==> src/rtl/mips_ctrl_alu.sv <==
// -----------------------------------------------------------------------------
// mips_ctrl_alu
//
// Control-and-execute block for the 5-stage pipelined MIPS-subset core.
//   * Main decoder (ID stage): Opcode -> registered datapath control bits.
//   * ALU-control decoder: ALUOpIn + Funct -> 5-bit ALU operation code (comb).
//   * ALU (EX stage): A op B -> Result, plus Zero flag (comb).
// The decoder and the EX logic take separate inputs; the ID/EX pipeline
// register lives outside this block.
//
// Ports
//   Clk, Rst_n      rising-edge clock, asynchronous active-low reset
//   Opcode  [5:0]   instr[31:26] from IF/ID
//   Funct   [5:0]   instr[5:0] from ID/EX
//   ALUOpIn [1:0]   ALUOp carried in ID/EX
//   A, B            ALU operands (B already muxed with the immediate)
//   ALUOp .. RegDst registered control outputs, cleared by reset
//   Op      [4:0]   ALU operation code
//   Result          ALU result
//   Zero            Result == 0
// -----------------------------------------------------------------------------
module mips_ctrl_alu #(
   parameter int DATA_W = 32
) (
   input  logic              Clk,
   input  logic              Rst_n,
   input  logic [5:0]        Opcode,
   input  logic [5:0]        Funct,
   input  logic [1:0]        ALUOpIn,
   input  logic [DATA_W-1:0] A,
   input  logic [DATA_W-1:0] B,
   output logic [1:0]        ALUOp,
   output logic              RegWrite,
   output logic              MemtoReg,
   output logic              MemRead,
   output logic              MemWrite,
   output logic              Branch,
   output logic              ALUSrc,
   output logic              RegDst,
   output logic [4:0]        Op,
   output logic [DATA_W-1:0] Result,
   output logic              Zero
);

   typedef enum logic [4:0] {
      OP_AND  = 5'b00000,
      OP_OR   = 5'b00001,
      OP_ADD  = 5'b00010,
      OP_XOR  = 5'b00011,
      OP_SUB  = 5'b00110,
      OP_SLT  = 5'b00111,
      OP_SLTU = 5'b01000,
      OP_NOR  = 5'b01100
   } alu_op_e;

   typedef struct packed {
      logic [1:0] alu_op;
      logic       reg_write;
      logic       mem_to_reg;
      logic       mem_read;
      logic       mem_write;
      logic       branch;
      logic       alu_src;
      logic       reg_dst;
   } ctrl_t;

   localparam logic [5:0] OPC_RTYPE = 6'b000000;
   localparam logic [5:0] OPC_LW    = 6'b100011;
   localparam logic [5:0] OPC_SW    = 6'b101011;
   localparam logic [5:0] OPC_BEQ   = 6'b000100;
   localparam logic [5:0] OPC_ADDI  = 6'b001000;

   ctrl_t ctrl_d, ctrl_q;

   // ---------------------------------------------------------------------------
   // Main decoder
   // ---------------------------------------------------------------------------
   always_comb begin
      // NOTE: default every field first so no path through the case leaves a
      // bit unassigned (that would infer a latch); unknown opcodes become nops.
      ctrl_d = '0;
      unique case (Opcode)
         OPC_RTYPE: begin
            ctrl_d.reg_dst   = 1'b1;
            ctrl_d.reg_write = 1'b1;
            ctrl_d.alu_op    = 2'b10;
         end
         OPC_LW: begin
            ctrl_d.alu_src    = 1'b1;
            ctrl_d.mem_to_reg = 1'b1;
            ctrl_d.reg_write  = 1'b1;
            ctrl_d.mem_read   = 1'b1;
         end
         OPC_SW: begin
            ctrl_d.alu_src   = 1'b1;
            ctrl_d.mem_write = 1'b1;
         end
         OPC_BEQ: begin
            ctrl_d.branch = 1'b1;
            ctrl_d.alu_op = 2'b01;
         end
         OPC_ADDI: begin
            ctrl_d.alu_src   = 1'b1;
            ctrl_d.reg_write = 1'b1;
         end
         default: ctrl_d = '0;
      endcase
   end

   always_ff @(posedge Clk or negedge Rst_n) begin
      // NOTE: non-blocking assignment for state so every flop samples the
      // pre-edge value regardless of block evaluation order.
      if (!Rst_n) ctrl_q <= '0;
      else        ctrl_q <= ctrl_d;
   end

   assign ALUOp    = ctrl_q.alu_op;
   assign RegWrite = ctrl_q.reg_write;
   assign MemtoReg = ctrl_q.mem_to_reg;
   assign MemRead  = ctrl_q.mem_read;
   assign MemWrite = ctrl_q.mem_write;
   assign Branch   = ctrl_q.branch;
   assign ALUSrc   = ctrl_q.alu_src;
   assign RegDst   = ctrl_q.reg_dst;

   // ---------------------------------------------------------------------------
   // ALU-control decoder: ALUOp 00/11 -> add (address calc / addi),
   // 01 -> sub (beq compare), 10 -> R-type funct field.
   // ---------------------------------------------------------------------------
   alu_op_e op;

   always_comb begin
      op = OP_ADD;
      if (ALUOpIn == 2'b01) begin
         op = OP_SUB;
      end else if (ALUOpIn == 2'b10) begin
         unique case (Funct)
            6'b100000: op = OP_ADD;
            6'b100010: op = OP_SUB;
            6'b100100: op = OP_AND;
            6'b100101: op = OP_OR;
            6'b100110: op = OP_XOR;
            6'b100111: op = OP_NOR;
            6'b101010: op = OP_SLT;
            6'b101011: op = OP_SLTU;
            default:   op = OP_ADD;
         endcase
      end
   end

   assign Op = op;

   // ---------------------------------------------------------------------------
   // ALU
   // ---------------------------------------------------------------------------
   logic slt_s, slt_u;

   assign slt_s = $signed(A) < $signed(B);
   assign slt_u = A < B;

   always_comb begin
      Result = '0;
      case (Op)
         OP_AND:  Result = A & B;
         OP_OR:   Result = A | B;
         OP_ADD:  Result = A + B;
         OP_XOR:  Result = A ^ B;
         OP_SUB:  Result = A - B;
         OP_SLT:  Result = {{(DATA_W-1){1'b0}}, slt_s};
         OP_SLTU: Result = {{(DATA_W-1){1'b0}}, slt_u};
         OP_NOR:  Result = ~(A | B);
         default: Result = '0;
      endcase
   end

   assign Zero = (Result == '0);

endmodule

==> config.mk <==
export PLATFORM = sky130hd
export DESIGN_NAME = mips_ctrl_alu
export DESIGN_NICKNAME = d
export VERILOG_FILES = /design/src/rtl/mips_ctrl_alu.sv
export SDC_FILE = /design/constraint.sdc
export NUM_CORES = 1
export LEC_CHECK = 0
export CAP_MARGIN = 10
export CORE_MARGIN = 5
export CORE_UTILIZATION = 60
export CTS_BUF_LIST = sky130_fd_sc_hd__clkbuf_8
export DETAILED_ROUTE_END_ITERATION = 8
export GPL_TIMING_DRIVEN = 0
export PLACE_DENSITY = 0.91
export SYNTH_ARGS = -nofsm -noshare
export SYNTH_HDL_FRONTEND = slang
export SYNTH_SLANG_ARGS = --single-unit
==> constraint.sdc <==
create_clock -name Clk -period 9.87 [get_ports Clk]
set_input_delay 0.987 -clock Clk [delete_from_list [all_inputs] [get_ports Clk]]
set_output_delay 0.987 -clock Clk [all_outputs]
set_load 0.03 [all_outputs]
== Yosys cells after proc, flatten, opt, wreduce, memory -nomap -nowiden ==
Index checks and enable logic that the tools add are counted.

* Register bits: 9
* Bits of input ports: 80
* Output and inout bits: 47
* Word-level logic and storage cells: 52

* Add/sub/neg operators: 2
* Order comparisons: 2
* Eq/ne operators: 20
* Muxes and demuxes: 11
* Bitwise gates (word level): 4
* Reductions and logical operators: 5

{| class="wikitable"
|+ Operators with widths
! cell !! number
|-
| 32-bit one-hot mux with 8 select lines || 1
|-
| 32-bit < comparator || 2
|-
| 6-bit equality test, second input constant || 9
|-
| 32-bit adder || 1
|-
| 32-bit AND || 1
|-
| 32-bit zero test || 1
|-
| 32-bit inverter || 1
|-
| 32-bit bitwise OR || 1
|-
| 32-bit subtractor || 1
|-
| 32-bit bitwise XOR || 1
|-
| 4-bit one-hot mux with 7 select lines || 1
|-
| 4-bit by 2-bit equality test with 1-bit output, second input constant || 2
|-
| 4-bit by 3-bit equality test with 1-bit output, second input constant || 2
|-
| 4-bit equality test, second input constant || 2
|-
| 4-bit two-way mux || 2
|-
| 6-bit by 3-bit equality test with 1-bit output, second input constant || 1
|-
| 6-bit by 4-bit equality test with 1-bit output, second input constant || 1
|-
| 6-bit zero test || 1
|-
| 3-bit OR reduction || 2
|-
| 5-bit zero test || 1
|-
| 1-bit two-way mux || 5
|-
| 4-bit by 1-bit equality test with 1-bit output, second input constant || 1
|-
| 2-bit one-hot mux with 2 select lines || 1
|-
| 2-bit by 1-bit equality test with 1-bit output, second input constant || 1
|-
| 2 further kinds || 2
|}

== Depth between registers and ports, before layout ==
Gate-level depths: netlist of the first run.

* Depth in word-level cells: 7
* Depth in mapped cells: 15
* Depth with buffers taken out: 15

== Worst setup path before layout of the first run ==
No wires, ideal clock.

* Path kind: input to output
* Start: input port A[0]
* End: output port Zero
* Arrival: 4,926 ps
* Required time: 8,883 ps
* Setup slack: 3,957 ps
* Cell stages on the path: 14
* Buffers on the path: 0
* Path through: ha_1 > inv_1 > fa_1 > nand2b_1 > a2111oi_4 > o21ai_1 > o21bai_1 > o21ai_0 > a221o_1 > or4_1 > nor4_2 > nand4_1 > or4_1 > nor4_2

* Elaborated cells on any way between the ends: 10
* Classes of those cells: 2 x add/sub; 2 x order compare; 1 x mux; 4 x bitwise; 1 x reduce/logical

{| class="wikitable"
|+ RTL lines
! what !! line !! RTL
|-
| start, declared || 30 || <nowiki>input logic [DATA_W-1:0] A,</nowiki>
|-
| 32-bit subtractor / 32-bit adder (equally long branches) || 168, 166 ||
|-
| 32-bit one-hot mux with 8 select lines (*) || 163 || <nowiki>case (Op)</nowiki>
|-
| net Result[12] || 41 || <nowiki>output logic [DATA_W-1:0] Result,</nowiki>
|-
| 32-bit zero test (*) || 176 || <nowiki>assign Zero = (Result == '0);</nowiki>
|-
| end, declared || 42 || <nowiki>output logic Zero</nowiki>
|}

Mark *: on every way through the listed nets, which the timed path passes. The rest lies on a longest branch.

== Worst setup path after layout of the first run ==
* Start: input port B[0]
* End: output port Zero

* Longest elaborated chain between the ends: 4
* Elaborated cells on any way between the ends: 10
* Classes of those cells: 2 x add/sub; 2 x order compare; 1 x mux; 4 x bitwise; 1 x reduce/logical

{| class="wikitable"
|+ RTL lines
! what !! line !! RTL
|-
| start, declared || 31 || <nowiki>input logic [DATA_W-1:0] B,</nowiki>
|-
| branches (longest 2 deep; another with 32-bit subtractor) || n/a ||
|-
| 32-bit one-hot mux with 8 select lines (*) || 163 ||
|-
| 32-bit zero test (*) || 176 ||
|}

Mark *: on every way between the ends.

==> impl_metrics.tcl, run 1 <==
set metrics [dict create \
    ys_seq_area_share_pct 2.67 \
    seq_power_share_pct 4.8 \
    required_ps 8880 \
    ant_nets 0 \
    timing.critical_path.buf_inv 3 \
    hp-class "input pin to async pin" \
    ys_types 81 \
    finalWirelength_um 26500 \
    area_growth_pct 22.4 \
    fin_crit_ps 7600 \
    crit_path_cell_trace "clkdlybuf4s50_1 > ha_1 > inv_1 > fa_1 > nand2b_1 > a2111oi_4 > o21ai_1 > o21bai_1 > o21ai_0 > a221o_1 > or4_1 > nor4_2 > nand4_1 > or4_1 > nor4_2 > clkdlybuf4s50_1" \
    h-tree-depth 1 \
    grt_overflow 0 \
    drtIter0Drc 1298 \
    ir_drop_uv 73.5 \
    start_util_pct 60.8 \
    crit_path_start_kind "input pin" \
    multi_input_area_mm2 0.00569 \
    power_leakage_uw 0.00349 \
    drt-met1-wl_um 10200 \
    cts_tree "yes" \
    post_cts_buffers 0 \
    hold_viol_final 0 \
    met2RoutedLength_um 11100 \
    rows 38 \
    routedWlPerCell_um 20.8 \
    intPower_uw 260 \
    final-setup-viol-count 0 \
    coreArea_mm2 0.0108 \
    finalCritPeriodShare_pct 77.0 \
    async_flop_share_pct 100 \
    tightest_slew_ps 875 \
    finalSetupTns_ps 0 \
    grt_pass1_vias 8165 \
    crit_family "simple AND/OR/NAND/NOR gates" \
    dieHeight_um 115 \
    final-seq-area_um2 175 \
    yosysWarnings 0 \
    cts_hold_buf 0 \
    rsz0062_at_grt "no" \
    dieArea_mm2 0.0131 \
    cpPeakStageDelay_ps 710 \
    drc 0 \
    layout.cells.non_filler 1275 \
    final.setup.worst_slack_ps 2270 \
    ys.flop_type "dfrtp_1" \
    postSynthCellCount 1006 \
    drt-vias-per-instance 6.93 \
    max_slew_margin_pct 41.6 \
    track_usage_pct 39.0 \
    cts_buffers 3 \
    highest_layer "met4" \
    combPwrFrac_pct 88.6 \
    drive_gt1_share_pct 4.93 \
    portBuffers 125 \
    via_count 8835 \
    slew_viol_final 0 \
    first_pass_iters 7 \
    clkTransAtPathRegs_ps 40 \
    syn_area_per_cell_um2 6.53 \
    clkSinkCount 7 \
    gp_congestion 1.06 \
    path_max_fanout 5 \
    clk_path_buf_depth 2 \
    critPathArrivalTime_ps 6620 \
    place_worst_setup_slack_ps 2450 \
    synth_edf_count 0 \
    p_switching_uw 350 \
    ys_seq_elements 7 \
    max_cap_viol_count 0 \
    synth_fp_nets 1191 \
    fmax_mhz 132 \
    dieWidth_um 115 \
    powerDensity_mw_per_mm2 75.9 \
    num_io_pins 127 \
    netlist_area_mm2 0.00657 \
    clkPwrFrac_pct 6.6 \
    wl_met3_um 3810 \
    nFillCells 885 \
    swShare_pct 57.4 \
    endpoint_kind "output port" \
    nets 1321 \
    dp.cells 1271 \
    utilization_pct 74.5 \
    critical_path.slowest_cell "clkdlybuf4s50_1" \
    cts_resized 0 \
    antenna_found_initial 0 \
    diodes 0 \
    outcome "finished clean" \
    dpl.hpwl_um 20900 \
    cts_root_buf "clkbuf_8" \
    crit_type "input pin to output port" \
    grt_pass1_wl_um 41900 \
    grt_max_degree 11 \
]
final cells by class:
class / instances / share of cell area, %
clock buffers: 3 / 0.514
clock inverters: 1 / 0.0467
inverters: 107 / 5.00
flip-flops and latches: 7 / 2.18
multi-input cells: 828 / 70.8
well taps: 140 / 2.18
repair buffers: 125 / 15.6
plain buffers: 64 / 3.72
layer usage:
metal | up-vias | global-route usage (%)
li1 | 3962 | -
met1 | 3975 | 50.7
met2 | 733 | 60.8
met3 | 165 | 10.0
met4 | 0 | 16.2
met5 | - | 0
layout by cell type, fill, tap and decap left out, drive strengths merged, types with 29 or more instances in the layout:
cell	instances
a21oi	86
nand3	29
o21ai	78
nor3	29
buf	30
clkdlybuf4s50	125
nor2	81
inv	107
nand2	88
ha	103
clkbuf	37
final timing paths:
kind	from	to	slack, ps	cells past startpoint
min in group Clk	Opcode[0]	MemWrite$_DFF_PN0_	1460	3
setup / recovery	B[0]	Zero	2270	16
max in group asynchronous	Rst_n	RegWrite$_DFF_PN0_	8600	1
hold / removal	Rst_n	MemWrite$_DFF_PN0_	1030	1
through the flow:
stage	total power, µW	instance area [µm²]	hold slack [ps]
2_1_floorplan	365	6570	691
3_3_place_gp	542	7990	1250
3_5_place_dp	548	7990	1260
4_1_cts	591	8040	1030
5_1_grt	647	8040	1070
6_report	610	8040	1030
synth_stat cells (4+ instances only):
| library cell | n | share of area, % |
|---|---|---|
| dfrtp_1 | 7 | 2.7 |
| o21ai_0 | 73 | 5.6 |
| nor4_1 | 12 | 1.1 |
| mux2i_1 | 18 | 2.7 |
| a221oi_1 | 12 | 1.6 |
| a311oi_1 | 4 | 0.53 |
| buf_2 | 17 | 1.3 |
| nand3_1 | 29 | 2.2 |
| nor2b_1 | 15 | 1.4 |
| nand4_1 | 16 | 1.5 |
| a21o_1 | 12 | 1.4 |
| o21ai_1 | 5 | 0.38 |
| a21oi_1 | 85 | 6.5 |
| clkbuf_1 | 34 | 1.9 |
| o21bai_1 | 8 | 0.91 |
| nor2_1 | 81 | 4.6 |
| o31ai_1 | 12 | 1.4 |
| a211o_1 | 6 | 0.80 |
| buf_1 | 5 | 0.29 |
| a31oi_1 | 17 | 1.6 |
| nor3_1 | 29 | 2.2 |
| nand2_1 | 88 | 5.0 |
| and3_1 | 6 | 0.57 |
| o221ai_1 | 7 | 0.93 |
| o22ai_1 | 20 | 1.9 |
| nand2b_1 | 17 | 1.6 |
| o221a_2 | 4 | 0.69 |
| ha_1 | 103 | 20 |
| a211oi_1 | 15 | 1.7 |
| or3_1 | 9 | 0.86 |
| a2111oi_0 | 5 | 0.67 |
| o211ai_1 | 28 | 3.2 |
| a221o_1 | 6 | 0.91 |
| o21a_1 | 6 | 0.69 |
| or2_2 | 6 | 0.57 |
| inv_1 | 106 | 6.1 |
| a22oi_1 | 8 | 0.91 |
| buf_4 | 6 | 0.69 |
cell families after synthesis:
group,count (synthesis),synth area share (%)
buf+inv,171,10.7
mux,18,2.74
flops,7,2.67
compound gates,371,38.4
xor+xnor,3,0.400
other cells,1,0.0571
simple gates,330,24.8
fa+ha+maj,105,20.2
power groups by stage:
stage | sequential [µW] | clock (µW) | combinational, µW
after floorplan | 30.6 | 0 | 334
after global placement | 29.7 | 0 | 512
after detailed placement | 29.8 | 0 | 519
after CTS | 29.4 | 39.9 | 522
after global routing | 29.4 | 41.6 | 576
final | 29.3 | 40.0 | 541
flip-flops by register name, indices dropped and copies added (netlist names):
register  flops
ALUSrc        1
ALUOp         1
RegWrite      1
MemRead       1
RegDst        1
MemWrite      1
Branch        1
Note: power is estimated with default switching activity, not from simulation.
==> inputs of run 2 (changes only) <==
Settings changed: CORE_UTILIZATION 60 to 55, PLACE_DENSITY 0.91 to 0.84.
Clock period 9.87 ns to 7.6 ns, I/O delays scaled along.
==> run 2 against run 1 <==
Worst hold slack lost 250 ps; first-iteration DRC count fell by 10%; worst setup slack got worse by 1700 ps; wire length about the same; die area grew 8.3%; non-clock buffer count is the same; via count shrank 2.9%; cell count is 0.55% higher; cell area rose by 0.11%; clock-buffer cell count unchanged; core utilization down 6.6 points; sequential share of layout area hardly changed.
==> impl_metrics.tcl, run 2 (synthesis results as in run 1) <==
set metrics [dict create \
    outcome "finished clean" \
    max_slew_margin_pct 39.5 \
    cts_buffers 3 \
    antenna_found_initial 0 \
    fin_crit_ps 7060 \
    first_pass_iters 6 \
    multi_input_area_mm2 0.00569 \
    layout.cells.non_filler 1282 \
    dieHeight_um 119 \
    crit_path_cell_trace "clkdlybuf4s50_1 > ha_1 > inv_1 > fa_1 > nand2b_1 > a2111oi_4 > o21ai_1 > o21bai_1 > o21ai_0 > a221o_1 > or4_1 > nor4_2 > nand4_1 > or4_1 > nor4_2 > clkdlybuf4s50_1" \
    final-seq-area_um2 175 \
    tightest_slew_ps 904 \
    cts_tree "yes" \
    endpoint_kind "output port" \
    clkTransAtPathRegs_ps 40 \
    crit_family "simple AND/OR/NAND/NOR gates" \
    cts_resized 0 \
    crit_path_start_kind "input pin" \
    h-tree-depth 1 \
    drt-vias-per-instance 6.69 \
    rows 40 \
    portBuffers 125 \
    ir_drop_uv 92.9 \
    post_cts_buffers 0 \
    num_io_pins 127 \
    rsz0062_at_grt "no" \
    final_common_cell "clkdlybuf4s50_1" \
    routedWlPerCell_um 20.7 \
    finalWirelength_um 26500 \
    powerDensity_mw_per_mm2 98.3 \
    path_max_fanout 5 \
    clkSinkCount 7 \
    cts_hold_buf 0 \
    cts_root_buf "clkbuf_8" \
    via_count 8580 \
    hp-class "input pin to async pin" \
    timing.critical_path.buf_inv 3 \
    drc 0 \
    diodes 0 \
    dieWidth_um 119 \
    dieArea_mm2 0.0142 \
    max_cap_viol_count 0 \
    start_util_pct 55.3 \
    drtIter0Drc 1162 \
    slew_viol_final 0 \
    gp_congestion 1.04 \
    final.setup.worst_slack_ps 539 \
    cpPeakStageDelay_ps 700 \
    clk_path_buf_depth 2 \
    place_worst_setup_slack_ps 708 \
    finalCritPeriodShare_pct 92.9 \
    ant_nets 0 \
    final-setup-viol-count 0 \
    nets 1321 \
    dp.cells 1278 \
    hold_viol_final 0 \
    grt_pass1_wl_um 41600 \
    nFillCells 1108 \
    crit_type "input pin to output port" \
    fmax_mhz 142 \
    critPathArrivalTime_ps 6300 \
    finalSetupTns_ps 0 \
    layout_common_cells "125 x clkdlybuf4s50_1, 107 x inv_1, 103 x ha_1, 88 x nand2_1, 85 x a21oi_1" \
    coreArea_mm2 0.0119 \
    grt_max_degree 11 \
    track_usage_pct 35.6 \
    critical_path.slowest_cell "clkdlybuf4s50_1" \
    dpl.hpwl_um 21200 \
    drive_gt1_share_pct 4.93 \
    required_ps 6840 \
    grt_overflow 0 \
    area_growth_pct 22.5 \
    grt_pass1_vias 7928 \
    power_leakage_uw 0.00349 \
]
[run 2: path summary, 6_finish.rpt]
path	depth (start not counted)	end	startpoint
worst max-delay path	16	Zero	B[0]
min in group Clk	3	MemRead$_DFF_PN0_	Opcode[0]
worst min-delay path	1	ALUSrc$_DFF_PN0_	Rst_n
max in group asynchronous	1	ALUOp[1]$_DFF_PN0_	Rst_n
[run 2: report_power, final]
group / internal (µW) / total [µW] / switching (µW) / leakage (µW)
clock network: 35.1 / 53.0 / 17.9 / 0.0000269
logic: 264 / 700 / 436 / 0.00336
registers: 38.0 / 38.1 / 0.163 / 0.0000972
[run 2: layer usage]
layer	wire length (µm)	track usage [%]
met2	11200	55.8
met3	3230	7.22
met1	10800	46.9
met5	0	0
met4	1310	15.8
[run 2: per-stage QoR]
step / instance area, µm² / hold WS (ps) / power (µW) / util [%]
2_1_floorplan: 6570 / 464 / 474 / -
3_3_place_gp: 8000 / 1030 / 709 / 67.4
3_5_place_dp: 8000 / 1030 / 715 / 67.4
4_1_cts: 8050 / 785 / 773 / 67.8
5_1_grt: 8050 / 800 / 844 / 67.8
6_report: 8050 / 780 / 791 / 67.8
[run 2: final cells by class]
| type | instances | share of cell area (%) |
|---|---|---|
| buffer | 64 | 3.72 |
| clock buffer | 3 | 0.513 |
| clock inverter | 1 | 0.0467 |
| inverter | 107 | 4.99 |
| multi-input combinational | 828 | 70.7 |
| sequential | 7 | 2.18 |
| tap | 147 | 2.29 |
| timing repair buffer | 125 | 15.6 |
==> inputs of run 3 (changes only) <==
Settings changed: GPL_TIMING_DRIVEN 0 to not set.
==> run 3 against run 2 <==
Die area unchanged; via count is 4.8% lower; maximum frequency is 11% higher; sequential power about the same; largest power group unchanged; highest routed layer unchanged.
==> impl_metrics.tcl, run 3 (synthesis results as in run 1) <==
set metrics [dict create \
    crit_type "input pin to output port" \
    tightest_slew_ps 933 \
    max_cap_viol_count 0 \
    track_usage_pct 32.1 \
    outcome "finished clean" \
    hp-class "input pin to async pin" \
    clkSinkCount 7 \
    num_io_pins 127 \
    antenna_found_initial 0 \
    grt_overflow 0 \
    drtIter0Drc 867 \
    path_max_fanout 9 \
    finalSetupTns_ps 0 \
    clkTransAtPathRegs_ps 40 \
    slew_viol_final 0 \
    routedWlPerCell_um 19.7 \
    h-tree-depth 1 \
    ant_nets 0 \
    area_growth_pct 19.2 \
    max_slew_margin_pct 37.6 \
    diodes 0 \
    grt_max_degree 44 \
    post_cts_buffers 0 \
    dpl.hpwl_um 19000 \
    drive_gt1_share_pct 4.25 \
    crit_top_cell "o21ai_0" \
    power_leakage_uw 0.00339 \
    cts_hold_buf 0 \
    cts_root_buf "clkbuf_8" \
    nets 1268 \
    required_ps 6840 \
    cts_resized 0 \
    finalCritPeriodShare_pct 83.4 \
    drt-vias-per-instance 6.65 \
    via_count 8167 \
    critical_path.slowest_cell "clkdlybuf4s50_1" \
    drc 0 \
    powerDensity_mw_per_mm2 98.2 \
    cts_tree "yes" \
    hold_viol_final 0 \
    final-setup-viol-count 0 \
    crit_path_start_kind "input pin" \
    coreArea_mm2 0.0119 \
    fmax_mhz 158 \
    path_depth 14 \
    first_pass_iters 8 \
    clk_path_buf_depth 2 \
    endpoint_kind "output port" \
    dieHeight_um 119 \
    ir_drop_uv 66.2 \
    rows 40 \
    finalWirelength_um 24300 \
    cts_buffers 3 \
    grt_pass1_wl_um 38400 \
    layout_common_cells "123 x clkdlybuf4s50_1, 106 x inv_1, 103 x ha_1, 88 x nand2_1, 84 x a21oi_1" \
    portBuffers 125 \
    fin_crit_ps 6340 \
    crit_family "compound AO/OA/AOI/OAI gates" \
    dieArea_mm2 0.0142 \
    timing.critical_path.buf_inv 4 \
    rsz0062_at_grt "no" \
    critPathArrivalTime_ps 5580 \
    hold-worst-slack_ps 790 \
    cpPeakStageDelay_ps 740 \
    crit_path_cell_trace "clkdlybuf4s50_1 > inv_1 > ha_1 > inv_1 > a2111oi_2 > a2111oi_2 > nor3_1 > a21oi_2 > a2111oi_0 > o21ai_0 > o21ai_0 > mux2i_1 > o21ai_0 > clkdlybuf4s50_1" \
    dieWidth_um 119 \
    final_common_cell "clkdlybuf4s50_1" \
    gp_congestion 0.998 \
    start_util_pct 55.3 \
    grt_pass1_vias 7622 \
]
==> run 3: path summary, 6_finish.rpt <==
path                       slack [ps]            endpoint       from
worst max-delay path             1260          Result[30]       A[5]
worst min-delay path              790  MemWrite$_DFF_PN0_      Rst_n
min in group Clk                 1220  MemWrite$_DFF_PN0_  Opcode[0]
max in group asynchronous        6580    ALUSrc$_DFF_PN0_      Rst_n
==> run 3: metrics by stage <==
stage | area [µm²] | power [µW] | util, % | std cells | setup slack, ps
3_3_place_gp | 7780 | 694 | 65.6 | 1225 | 1520
2_1_floorplan | 6570 | 474 | - | 1006 | 2140
4_1_cts | 7830 | 754 | 66.0 | 1229 | 1390
3_5_place_dp | 7780 | 698 | 65.6 | 1225 | 1420
5_1_grt | 7830 | 821 | 66.0 | 1229 | 908
6_report | 7830 | 769 | 66.0 | 1229 | 1260
==> run 3: per-layer routing <==
layer	track usage, %	part of all wire (%)	up-vias
met5	0	0	-
met2	53.0	45	507
met1	42.2	42	3714
met3	4.51	9.8	90
met4	12.2	3.7	0
li1	-	-	3856
==> run 3: cell type report <==
type	count	area, µm²
Clock buffer	3	41.3
Clock inverter	1	5.00
Fill cell	1123	4040
Inverter	107	402
Multi-Input combinational cell	828	5690
Sequential cell	7	175
Tap cell	147	184
Timing Repair Buffer	136	1330
==> run 3: report_power, final <==
group | switching, µW | internal (µW) | total (µW)
combinational | 420 | 259 | 680
clock | 15.5 | 35.4 | 51.0
sequential | 0.161 | 37.9 | 38.1
